## config.mk

```make
export PLATFORM = sky130hd
export DESIGN_NAME = bcam_mbist_outhandler
export DESIGN_NICKNAME = d
export VERILOG_FILES = /design/src/rtl/bcam_mbist_outhandler.sv
export SDC_FILE = /design/constraint.sdc
export NUM_CORES = 1
export LEC_CHECK = 0
export CORE_MARGIN = 1.5
export CORE_UTILIZATION = 50
export DETAILED_ROUTE_END_ITERATION = 8
export PLACE_DENSITY = 0.87
export SYNTH_ARGS = -nofsm -noshare
export SYNTH_HDL_FRONTEND = slang
export SYNTH_SLANG_ARGS = --single-unit
```

## constraint.sdc

```tcl
create_clock -name bist_clk -period 7.75 [get_ports bist_clk]
set_clock_uncertainty 0.05 [all_clocks]
set_input_delay 0.775 -clock bist_clk [delete_from_list [all_inputs] [get_ports bist_clk]]
set_output_delay 0.775 -clock bist_clk [all_outputs]
set_load 0.01 [all_outputs]
```

## src/rtl/bcam_mbist_outhandler.sv

```systemverilog
// BCAM MBIST response handler: aligns issued expectations with the returned match vector and
// reports fail pulse, sticky fail, saturating count and first-fail diagnostics.
// Optional macro BCAM_MBIST_FAIL_VEC_CAPTURE_EN builds the first-fail difference vector register.
module bcam_mbist_outhandler #(
    parameter int  RF_ENTRIES = 64,
    parameter int  CM_LATENCY = 2,
    parameter int  FAIL_CNT_W = 8,
    localparam int ENTRY_AW   = $clog2(RF_ENTRIES)
) (
    input  logic                  bist_clk,
    input  logic                  rst,
    input  logic                  BIST_CM_MODE_RF_IN,
    input  logic                  BIST_CM_EN_RF_IN,
    input  logic                  BIST_CM_EXP_HIT_RF_IN,
    input  logic [ENTRY_AW-1:0]   BIST_CM_EXP_ENTRY_RF_IN,
    input  logic [RF_ENTRIES-1:0] CM_MATCH_RF_OUT_P0,
    input  logic                  BIST_CM_CLEAR_RF_IN,
    output logic                  BIST_CM_FAIL_RF_OUT,
    output logic                  BIST_CM_FAIL_STICKY_RF_OUT,
    output logic [FAIL_CNT_W-1:0] BIST_CM_FAIL_CNT_RF_OUT,
    output logic                  BIST_CM_FIRST_FAIL_VLD_RF_OUT,
    output logic [ENTRY_AW-1:0]   BIST_CM_FIRST_FAIL_ENTRY_RF_OUT,
    output logic [1:0]            BIST_CM_FIRST_FAIL_TYPE_RF_OUT,
    output logic                  BIST_CM_BUSY_RF_OUT,
    output logic [RF_ENTRIES-1:0] BIST_CM_FAIL_VEC_RF_OUT
);

    localparam logic [FAIL_CNT_W-1:0] CNT_MAX = '1;

    // Expectation pipeline; the last stage lines up with the match vector of its compare.
    logic [CM_LATENCY-1:0] pipe_vld_q;
    logic [CM_LATENCY-1:0] pipe_hit_q;
    logic [ENTRY_AW-1:0]   pipe_ent_q [CM_LATENCY];

    logic                  fail_q, out_vld_q, sticky_q, ff_vld_q;
    logic                  sticky_d, ff_vld_d;
    logic [FAIL_CNT_W-1:0] cnt_q, cnt_d;
    logic [ENTRY_AW-1:0]   ff_ent_q, ff_ent_d;
    logic [1:0]            ff_type_q, ff_type_d;

    logic                  vld_l, hit_l;
    logic [ENTRY_AW-1:0]   ent_l;
    logic [RF_ENTRIES-1:0] exp_vec, diff;
    logic                  miss_err, extra_err, mismatch;

    assign vld_l = pipe_vld_q[CM_LATENCY-1];
    assign hit_l = pipe_hit_q[CM_LATENCY-1];
    assign ent_l = pipe_ent_q[CM_LATENCY-1];

    always_comb begin
        exp_vec = '0;
        if (hit_l && (32'(ent_l) < RF_ENTRIES)) exp_vec[ent_l] = 1'b1;
    end

    assign diff      = CM_MATCH_RF_OUT_P0 ^ exp_vec;
    assign miss_err  = hit_l & ~(|(CM_MATCH_RF_OUT_P0 & exp_vec));
    assign extra_err = |(CM_MATCH_RF_OUT_P0 & ~exp_vec);
    assign mismatch  = vld_l & (|diff);

    // Clear beats a coincident mismatch for stored state only; the pulse is unaffected.
    always_comb begin
        sticky_d  = sticky_q;
        cnt_d     = cnt_q;
        ff_vld_d  = ff_vld_q;
        ff_ent_d  = ff_ent_q;
        ff_type_d = ff_type_q;
        if (BIST_CM_CLEAR_RF_IN) begin
            sticky_d  = 1'b0;
            cnt_d     = '0;
            ff_vld_d  = 1'b0;
            ff_ent_d  = '0;
            ff_type_d = '0;
        end else if (mismatch) begin
            sticky_d = 1'b1;
            if (cnt_q != CNT_MAX) cnt_d = cnt_q + 1'b1;
            if (!ff_vld_q) begin
                ff_vld_d  = 1'b1;
                ff_ent_d  = ent_l;
                ff_type_d = {extra_err, miss_err};
            end
        end
    end

    always_ff @(posedge bist_clk) begin
        if (rst) begin
            pipe_vld_q <= '0;
            pipe_hit_q <= '0;
            for (int k = 0; k < CM_LATENCY; k++) pipe_ent_q[k] <= '0;
            fail_q    <= 1'b0;
            out_vld_q <= 1'b0;
            sticky_q  <= 1'b0;
            cnt_q     <= '0;
            ff_vld_q  <= 1'b0;
            ff_ent_q  <= '0;
            ff_type_q <= '0;
        end else begin
            pipe_vld_q[0] <= BIST_CM_EN_RF_IN & BIST_CM_MODE_RF_IN;
            pipe_hit_q[0] <= BIST_CM_EXP_HIT_RF_IN;
            pipe_ent_q[0] <= BIST_CM_EXP_ENTRY_RF_IN;
            for (int k = 1; k < CM_LATENCY; k++) begin
                pipe_vld_q[k] <= pipe_vld_q[k-1];
                pipe_hit_q[k] <= pipe_hit_q[k-1];
                pipe_ent_q[k] <= pipe_ent_q[k-1];
            end
            fail_q    <= mismatch;
            out_vld_q <= vld_l;
            sticky_q  <= sticky_d;
            cnt_q     <= cnt_d;
            ff_vld_q  <= ff_vld_d;
            ff_ent_q  <= ff_ent_d;
            ff_type_q <= ff_type_d;
        end
    end

`ifdef BCAM_MBIST_FAIL_VEC_CAPTURE_EN
    logic [RF_ENTRIES-1:0] fvec_q;

    always_ff @(posedge bist_clk) begin
        if (rst || BIST_CM_CLEAR_RF_IN) begin
            fvec_q <= '0;
        end else if (mismatch && !ff_vld_q) begin
            fvec_q <= diff;
        end
    end

    assign BIST_CM_FAIL_VEC_RF_OUT = fvec_q;
`else
    assign BIST_CM_FAIL_VEC_RF_OUT = '0;
`endif

    assign BIST_CM_FAIL_RF_OUT             = fail_q;
    assign BIST_CM_FAIL_STICKY_RF_OUT      = sticky_q;
    assign BIST_CM_FAIL_CNT_RF_OUT         = cnt_q;
    assign BIST_CM_FIRST_FAIL_VLD_RF_OUT   = ff_vld_q;
    assign BIST_CM_FIRST_FAIL_ENTRY_RF_OUT = ff_ent_q;
    assign BIST_CM_FIRST_FAIL_TYPE_RF_OUT  = ff_type_q;
    assign BIST_CM_BUSY_RF_OUT             = (|pipe_vld_q) | out_vld_q;

endmodule

```

==> flow_metrics.tcl, run 1 <==
set metrics [dict create \
    peak_supply_drop_mv 0.09533 \
    clk_transition_reported_paths_ps 60 \
    outcome "finished clean" \
    setup.worst_path.end_class "flop" \
    placement.io_buffers 95 \
    synth-warning-count 0 \
    cellPowerDensity_nw_per_um2 79.54 \
    grt_antenna_before_repair 0 \
    hold_buffers 0 \
    timing_worst_setup_path_type "reg -> reg" \
    viasPerCell 5.428 \
    synth_area_um2 4562 \
    setup_viol_count_final 0 \
    dpl-instance-area_um2 5316 \
    area_growth_pct 18.46 \
    routedWlPerCell_um 16.55 \
    fp-row-count 34 \
    critical_path_required_ps 7870 \
    totalNegativeSetupSlack_ps 0 \
    drt-initial-drc-count 421 \
    grt_pass1_vias 3931 \
    kind_of_start_point_of_the_critical_path "flop" \
    drcViolationCount 0 \
    worst_path_largest_cell_delay_ps 670 \
    cp_data_arrival_time_ps 3670 \
    floorplan.die_area_um2 9706 \
    final_area_um2 5404 \
    seq_area_frac_synth_pct 15.36 \
    max_freq_mhz 281.3 \
    maxCapViolations 0 \
    ys_types 42 \
    fp.dieW_um 98.52 \
    layout.cells.most_common "ha_1" \
    cts_made_buffers 5 \
    p_leak_nw 2.906 \
    worstPathCellList "nand2b_1 -> nor2_1 -> nand2_1 -> ha_1 -> nand4_1 -> nor4_2 -> nand4_2 -> and2_4 -> a41o_1" \
    grt_max_degree 23 \
    crit_path_top_delay_cell "nor2_1" \
    clk_latency_ps 280 \
    timing.final.crit_share_pct 45.87 \
    wire_length_of_the_first_global_routing_pass_um 19490 \
    slew_violations 0 \
    clockRootBuffer "clkbuf_8" \
    gr-total-overflow 0 \
    final_antenna_net_count 0 \
    cts_tree "built" \
    slew-limit-headroom_pct 37.68 \
    diodes 0 \
    dominantRegCellSynth "dfxtp_1" \
    timing.critical_path.fanout_max 14 \
    core-area_um2 8763 \
    globalplace.congestion 1.026 \
    post-cts-setup-buffers 0 \
    grt_usage_pct 25.24 \
    min_period_ps 3555 \
    layout-drive-gt1-share_pct 5.296 \
    worst_pin_slew_ps 927.7 \
    syn_area_per_cell_um2 8.190 \
    synth-edff-count 0 \
    die_y_um 98.52 \
    cts.htree.levels 2 \
    count_of_vias_placed_by_the_detailed_router 4071 \
    boundaryPins 160 \
    timing.hold.worst.class "reg -> reg" \
    nNetsFinal 847 \
    instance_count_of_the_mapped_netlist 557 \
    hold_viol_final 0 \
    detailed_place_hpwl_um 10460 \
    router_iterations_before_antenna_repair 5 \
    clock-sinks 35 \
    cts.path.max_buffers 2 \
    cts_repair_resize_count 0 \
    layout.cells.most_common_list "129 x ha_1, 95 x clkdlybuf4s50_1, 75 x nand2_1, 65 x inv_1, 64 x conb_1" \
    rsz_0062_raised_after_global_routing "no" \
    final_core_util_pct 61.66 \
    postSynth.asyncResetShare_pct 0 \
    fin_total_pwr_mw 0.4298 \
    routed_wirelength_um 12410 \
    postSynthRegisterBits 35 \
    starting_utilization_of_the_core_area_pct 52.06 \
]
## per-stage QoR
step / hold WS, ps / instances / setup WS, ps
finish: 390.6 / 750 / 4195
global route: 407.1 / 750 / 4093
CTS: 394.6 / 750 / 4330
detailed placement: 379.4 / 743 / 4351
global placement: 380.6 / 743 / 4428
floorplan: 363.8 / 620 / 5141
## logic make-up (layout without fill, tap and decap cells)
group	Yosys count	in the layout	share of synthesized area (%)
simple gates	217	217	26.44
buf+inv	145	167	17.80
fa+ha+maj	129	129	35.38
flops	35	35	15.36
compound gates	28	28	4.498
mux	2	2	0.4389
other cells	1	64	0.08220
## cells in the mapped netlist (4+ instances only)
library cell,n,share of area (%)
nor4_1,34,4.7
dfxtp_1,35,15
and2_1,4,0.55
nand2_1,75,6.2
o21ai_1,8,0.88
buf_4,65,11
nor2_1,16,1.3
nand4_2,6,1.6
and3_1,4,0.55
nor4_2,4,1.1
nand2b_1,4,0.55
nor2b_1,22,3.0
nand4_1,20,2.7
nand3_1,11,1.2
clkbuf_1,11,0.91
a21oi_2,8,1.5
ha_1,129,35
inv_1,65,5.3
## state kept, by name, summed over array words and instances (netlist names)
name	count
pipe_ent_q	12
BIST_CM_FAIL_CNT_RF_OUT	8
BIST_CM_FIRST_FAIL_ENTRY_RF_OUT	6
BIST_CM_FIRST_FAIL_TYPE_RF_OUT	2
pipe_hit_q	2
pipe_vld_q	2
BIST_CM_FAIL_RF_OUT	1
BIST_CM_FIRST_FAIL_VLD_RF_OUT	1
out_vld_q	1
## path summary, 6_finish.rpt
kind | from | to | slack (ps) | cells after the start
setup / recovery | pipe_ent_q[0][8] | BIST_CM_FAIL_CNT_RF_OUT[2] | 4200 | 9
hold / removal | pipe_ent_q[0][5] | pipe_ent_q[0][11] | 390 | 1
setup reg to reg | pipe_ent_q[0][8] | BIST_CM_FAIL_CNT_RF_OUT[2] | 4200 | 9
hold reg to reg | pipe_ent_q[0][5] | pipe_ent_q[0][11] | 390 | 1
## final cells by class
| class | instances | area, µm² |
|---|---|---|
| inverter | 65 | 244.0 |
| clock inverter | 1 | 5.005 |
| multi-input combinational | 440 | 3286 |
| sequential | 35 | 700.7 |
| tap | 108 | 135.1 |
| timing repair buffer | 95 | 950.9 |
| fill | 752 | 3359 |
| clock buffer | 6 | 82.58 |
## routing by layer
metal,vias to the layer above,GRT usage (%),routed length [µm]
met3,31,5.603,1269
li1,1909,-,-
met2,244,41.25,5652
met1,1887,33.45,5192
met4,0,7.151,299
met5,-,0,0
## power by group
part           internal (mW)  leakage [nW]  switching (mW)
clock                 0.0696        0.0470          0.0595
sequential             0.184         0.285         0.00412
combinational         0.0548          2.57          0.0576
total                  0.309          2.91           0.121
## critical path, delay by kind of cell (launching register included)
kind                     cells  cell delay [ps]
AND/OR/NAND/NOR              7             2350
flip-flops                   1              500
adder cells (fa/ha/maj)      1              320
AO/OA/AOI/OAI                1              230
(Power assumes the default switching activity.)
==> run 2, diff against run 1 <==
--- a/config.mk
+++ b/config.mk
@@ -6,9 +6,9 @@
 export NUM_CORES = 1
 export LEC_CHECK = 0
 export CORE_MARGIN = 1.5
-export CORE_UTILIZATION = 50
+export CORE_UTILIZATION = 47
 export DETAILED_ROUTE_END_ITERATION = 8
-export PLACE_DENSITY = 0.87
+export PLACE_DENSITY = 0.82
 export SYNTH_ARGS = -nofsm -noshare
 export SYNTH_HDL_FRONTEND = slang
 export SYNTH_SLANG_ARGS = --single-unit
==> constraint.sdc (replaced) <==
create_clock -name bist_clk -period 3.63 [get_ports bist_clk]
set_clock_uncertainty 0.05 [all_clocks]
set_input_delay 0.363 -clock bist_clk [delete_from_list [all_inputs] [get_ports bist_clk]]
set_output_delay 0.363 -clock bist_clk [all_outputs]
set_load 0.01 [all_outputs]
==> run 2 against run 1 <==
Clock-buffer cell count stayed put. Worst hold slack worse by 3.6 ps. Worst setup slack worse by 3600 ps. Register-to-register slack worse by 3600 ps. Total power is 110% higher. Sequential share of layout area is 0.28 points lower. Cell area is 2.2% higher. Combinational power is 110% higher. Critical path depth stayed put. Clock power is 110% higher. Critical path type unchanged.
==> flow_metrics.tcl, run 2 (synthesized netlist as in run 1, its figures left out) <==
set metrics [dict create \
    routedWlPerCell_um 15.02 \
    grt_max_degree 23 \
    final_antenna_net_count 0 \
    timing.final.crit_share_pct 84.54 \
    grt_pass1_vias 3857 \
    kind_of_start_point_of_the_critical_path "flop" \
    outcome "finished clean" \
    grt_usage_pct 23.20 \
    setup_slack_ps 561.1 \
    hold_buffers 0 \
    drcViolationCount 0 \
    min_period_ps 3069 \
    cts_made_buffers 5 \
    peak_supply_drop_mv 0.1287 \
    post-cts-setup-buffers 0 \
    area_growth_pct 21.12 \
    grt_antenna_before_repair 0 \
    critical_path_required_ps 3760 \
    detailed_place_hpwl_um 10140 \
    floorplan.die_area_um2 10310 \
    hold_ws_ps 387.0 \
    cts.htree.levels 2 \
    fin_cells 785 \
    count_of_vias_placed_by_the_detailed_router 3979 \
    worst_pin_slew_ps 616.2 \
    slew_violations 0 \
    clk_latency_ps 290 \
    place_inst 777 \
    power_frac_comb_pct 26.1 \
    layout.cells.most_common_list "129 x ha_1, 95 x clkdlybuf4s50_1, 75 x nand2_1, 65 x inv_1, 64 x conb_1" \
    setup.worst_path.end_class "flop" \
    hold_viol_final 0 \
    gr-total-overflow 0 \
    clockRootBuffer "clkbuf_8" \
    net-switching-power_mw 0.2649 \
    power.sequential.fraction_pct 44.2 \
    timing_worst_setup_path_type "reg -> reg" \
    routed_wirelength_um 11790 \
    drt-initial-drc-count 215 \
    layout.cells.most_common "ha_1" \
    placement.io_buffers 95 \
    cp_data_arrival_time_ps 3200 \
    worst_path_largest_cell_delay_ps 510 \
    slew-limit-headroom_pct 58.77 \
    worstPathCellList "nand2_1 -> nor2_1 -> nand2_1 -> ha_1 -> nand4_1 -> nor4_2 -> nand4_2 -> and2_4 -> a41o_1" \
    maxCapViolations 0 \
    proportion_of_power_drawn_by_the_clock_network_pct 29.7 \
    totalNegativeSetupSlack_ps 0 \
    fp.dieW_um 101.5 \
    fp-row-count 35 \
    crit_path_frequent_cell "nand2_1" \
    cts.path.max_buffers 2 \
    max_freq_mhz 325.9 \
    cts_tree "built" \
    layout-drive-gt1-share_pct 7.165 \
    rsz_0062_raised_after_global_routing "no" \
    setup_viol_count_final 0 \
    p_leak_nw 2.969 \
    switching_share_of_power_pct 29.12 \
    router_iterations_before_antenna_repair 6 \
    clock-sinks 35 \
    dpl_worst_slack_ps 604.0 \
    viasPerCell 5.069 \
    cellPowerDensity_nw_per_um2 164.7 \
    globalplace.congestion 0.9440 \
    timing.critical_path.fanout_max 9 \
    diodes 0 \
    crit_path_top_delay_cell "dfxtp_1" \
    largest_register_ffs 12 \
    wire_length_of_the_first_global_routing_pass_um 18700 \
    critical_path_buffers_and_inverters 0 \
    timing.critical_path.max_delay_family "simple AND/OR/NAND/NOR gates" \
    starting_utilization_of_the_core_area_pct 48.91 \
    core-area_um2 9328 \
    reg2reg_slack_ps 560 \
    boundaryPins 160 \
    power_report.internal_total_mw 0.6449 \
    fin_total_pwr_mw 0.9099 \
    die_y_um 101.5 \
    clk_transition_reported_paths_ps 70 \
    timing.hold.worst.class "reg -> reg" \
    max_flop_register "pipe_ent_q" \
    nNetsFinal 860 \
    cts_repair_resize_count 0 \
]
## run 2: power groups by stage
stage | Clock [mW] | Combinational (mW) | Sequential, mW
CTS | 0.276 | 0.236 | 0.402
global placement | 0 | 0.232 | 0.410
finish | 0.270 | 0.237 | 0.402
floorplan | 0 | 0.156 | 0.405
detailed placement | 0 | 0.235 | 0.411
global route | 0.292 | 0.263 | 0.403
## run 2: through the flow
step,instance area (µm²),util (%)
after floorplan,4798,-
after global placement,5440,58.32
after detailed placement,5440,58.32
after CTS,5525,59.24
after global routing,5525,59.24
final,5525,59.24
## run 2: worst paths after layout
path                           endpoint  depth (start not counted)               from
min reg2reg           pipe_ent_q[0][10]                          1   pipe_ent_q[0][4]
max reg2reg  BIST_CM_FAIL_CNT_RF_OUT[2]                          9  pipe_ent_q[0][10]
min                   pipe_ent_q[0][10]                          1   pipe_ent_q[0][4]
max          BIST_CM_FAIL_CNT_RF_OUT[2]                          9  pipe_ent_q[0][10]
## run 2: area by class of cell
type,count,area [µm²]
inverters,65,244.0
well taps,129,161.4
fillers,850,3802
clock buffers,6,72.57
clock inverters,2,12.51
repair buffers,108,1049
flip-flops and latches,35,700.7
multi-input cells,440,3286
## run 2: per-layer routing
metal	routed length [µm]	track usage [%]	part of all wire, %	up-vias
li1	-	-	-	1939
met4	261	6.090	2.2	0
met1	5307	32.29	45	1825
met2	5379	38.05	46	189
met5	0	0	0	-
met3	842	2.553	7.1	26
==> run 3, diff against run 2 <==
--- a/config.mk
+++ b/config.mk
@@ -6,9 +6,9 @@
 export NUM_CORES = 1
 export LEC_CHECK = 0
 export CORE_MARGIN = 1.5
-export CORE_UTILIZATION = 47
+export CORE_UTILIZATION = 42
 export DETAILED_ROUTE_END_ITERATION = 8
-export PLACE_DENSITY = 0.82
+export PLACE_DENSITY = 0.77
 export SYNTH_ARGS = -nofsm -noshare
 export SYNTH_HDL_FRONTEND = slang
 export SYNTH_SLANG_ARGS = --single-unit
==> constraint.sdc (replaced) <==
create_clock -name bist_clk -period 2.5 [get_ports bist_clk]
set_clock_uncertainty 0.05 [all_clocks]
set_input_delay 0.25 -clock bist_clk [delete_from_list [all_inputs] [get_ports bist_clk]]
set_output_delay 0.25 -clock bist_clk [all_outputs]
set_load 0.01 [all_outputs]
==> run 3 against run 2 <==
The run now ends with setup timing left. Cell count is 7.1% higher. Critical path depth increased by 3. Via count up 7.0%. Total power up 54%. Combinational power is 67% higher. Critical endpoint unchanged.
==> flow_metrics.tcl, run 3 (synthesized netlist as in run 1, its figures left out) <==
set metrics [dict create \
    outcome "finished, violations left" \
    failed_checks "setup timing" \
    hold_viol_final 0 \
    clockRootBuffer "clkbuf_8" \
    dpl_worst_slack_ps -274.8 \
    timing_worst_setup_path_type "reg -> reg" \
    globalplace.congestion 0.9801 \
    count_of_vias_placed_by_the_detailed_router 4258 \
    cts.path.max_buffers 2 \
    grt_pass1_vias 4227 \
    clock-sinks 35 \
    router_iterations_before_antenna_repair 5 \
    clk_transition_reported_paths_ps 80 \
    routedWlPerCell_um 15.76 \
    final_antenna_net_count 0 \
    timing.hold.worst.class "reg -> reg" \
    layout.cells.most_common_list "122 x ha_1, 95 x clkdlybuf4s50_1, 70 x nand2_1, 65 x inv_1, 64 x conb_1" \
    wire_length_of_the_first_global_routing_pass_um 20670 \
    maxCapViolations 0 \
    timing.critical_path.fanout_max 7 \
    cts.htree.levels 2 \
    area_growth_pct 36.04 \
    peak_supply_drop_mv 0.2396 \
    drcViolationCount 0 \
    detailed_place_hpwl_um 10900 \
    floorplan.die_area_um2 11500 \
    max_flop_register "pipe_ent_q" \
    setup.worst_path.end_class "flop" \
    grt_usage_pct 22.83 \
    layout.cells.most_common "ha_1" \
    slew_violations 0 \
    proportion_of_power_drawn_by_the_clock_network_pct 30.2 \
    kind_of_start_point_of_the_critical_path "flop" \
    clk_latency_ps 290 \
    routed_wirelength_um 13260 \
    drt-initial-drc-count 392 \
    net-switching-power_mw 0.4191 \
    place_inst 830 \
    switching_share_of_power_pct 29.89 \
    worst_pin_slew_ps 660.2 \
    fp.dieW_um 107.2 \
    cts_made_buffers 5 \
    nNetsFinal 910 \
    slew-limit-headroom_pct 55.58 \
    rsz_0062_raised_after_global_routing "yes" \
    max_freq_mhz 377.0 \
    starting_utilization_of_the_core_area_pct 43.80 \
    timing.final.crit_share_pct 106.1 \
    fin_cells 841 \
    p_leak_nw 3.299 \
    multi_input_combinational_cell_area_um2 3552 \
    nFillCells 896 \
    area_occupied_by_registers_um2 713.2 \
    reg2reg_slack_ps -150 \
    dpl-instance-area_um2 5823 \
    power.sequential.fraction_pct 41.5 \
    min_period_ps 2653 \
    largest_register_ffs 12 \
    core-area_um2 10420 \
    final_area_um2 6206 \
    layout-drive-gt1-share_pct 19.29 \
    diodes 0 \
    grt_antenna_before_repair 0 \
    critical_path_required_ps 2690 \
    placement.io_buffers 95 \
    grt_max_degree 22 \
    power_report.internal_total_mw 0.9831 \
    setup_viol_count_final 18 \
    gr-total-overflow 0 \
    cts_tree "built" \
    cellPowerDensity_nw_per_um2 226.0 \
    boundaryPins 160 \
    fp-row-count 37 \
    die_y_um 107.2 \
    setup_slack_ps -152.6 \
    power_frac_comb_pct 28.3 \
    viasPerCell 5.063 \
    cp_data_arrival_time_ps 2840 \
]
run 3: cell types whose count changed in the layout (fill, tap and decap cells not counted), moves of 4 or more:
cell,delta
nor4_4,+4
nand2_1,-5
ha_1,-7
buf_4,+46
dfxtp_1,-6
dfxtp_2,+4
nor4_1,-7
nand2_2,+5
ha_4,+7
buf_6,+4
run 3: timing repair:
item,in CTS,in global routing
pin swaps,15,2
setup endpoints to repair,18,18
buffers inserted,3,1
resized for setup,33,13
hold buffers,0,0
cloned,0,0
run 3: final timing paths:
path	from	to	depth (start not counted)
hold / removal	pipe_ent_q[0][4]	pipe_ent_q[0][10]	1
hold reg to reg	pipe_ent_q[0][4]	pipe_ent_q[0][10]	1
setup reg to reg	pipe_ent_q[0][8]	BIST_CM_FAIL_CNT_RF_OUT[2]	12
setup / recovery	pipe_ent_q[0][8]	BIST_CM_FAIL_CNT_RF_OUT[2]	12
run 3: through the flow:
step | power, mW | setup TNS [ps] | hold WS (ps) | utilization [%]
floorplan | 0.8177 | 0 | 313.8 | -
global placement | 0.9519 | -1002 | 386.0 | 55.90
detailed placement | 0.9554 | -1986 | 400.2 | 55.90
CTS | 1.387 | -294.9 | 400.1 | 58.65
global route | 1.459 | -3542 | 404.3 | 59.58
finish | 1.402 | -1545 | 397.4 | 59.58
run 3: power by group through the flow:
stage	clock network, mW	registers (mW)	logic (mW)
6_report	0.424	0.582	0.396
2_1_floorplan	0	0.588	0.230
4_1_cts	0.426	0.582	0.380
3_3_place_gp	0	0.593	0.359
3_5_place_dp	0	0.594	0.362
5_1_grt	0.446	0.583	0.430
run 3: worst max-delay path, stage by stage, from the launching register on:
cell and delay, ps:
dfxtp_2 380, nand2_1 100, nor2_2 110, buf_4 160, buf_4 120, nand2_1 80
ha_1 360, nand4_1 170, nor4_4 320, nand4_2 210, buf_6 190, a311oi_2 230
a41o_1 110
run 3: final cells by class:
class                   instances  share of cell area, %
clock buffers                   6                  1.331
clock inverters                 1                0.08065
inverters                      65                  3.931
multi-input cells             440                  57.24
flip-flops and latches         35                  11.49
well taps                     136                  2.742
repair buffers                158                  23.19
run 3: metal layers:
layer	vias to the layer above	GRT usage, %	share of wire, %
met1	1977	29.04	42
met3	26	4.134	8.5
met5	-	0	0
li1	2037	-	-
met4	0	5.714	1.7
met2	218	39.54	48
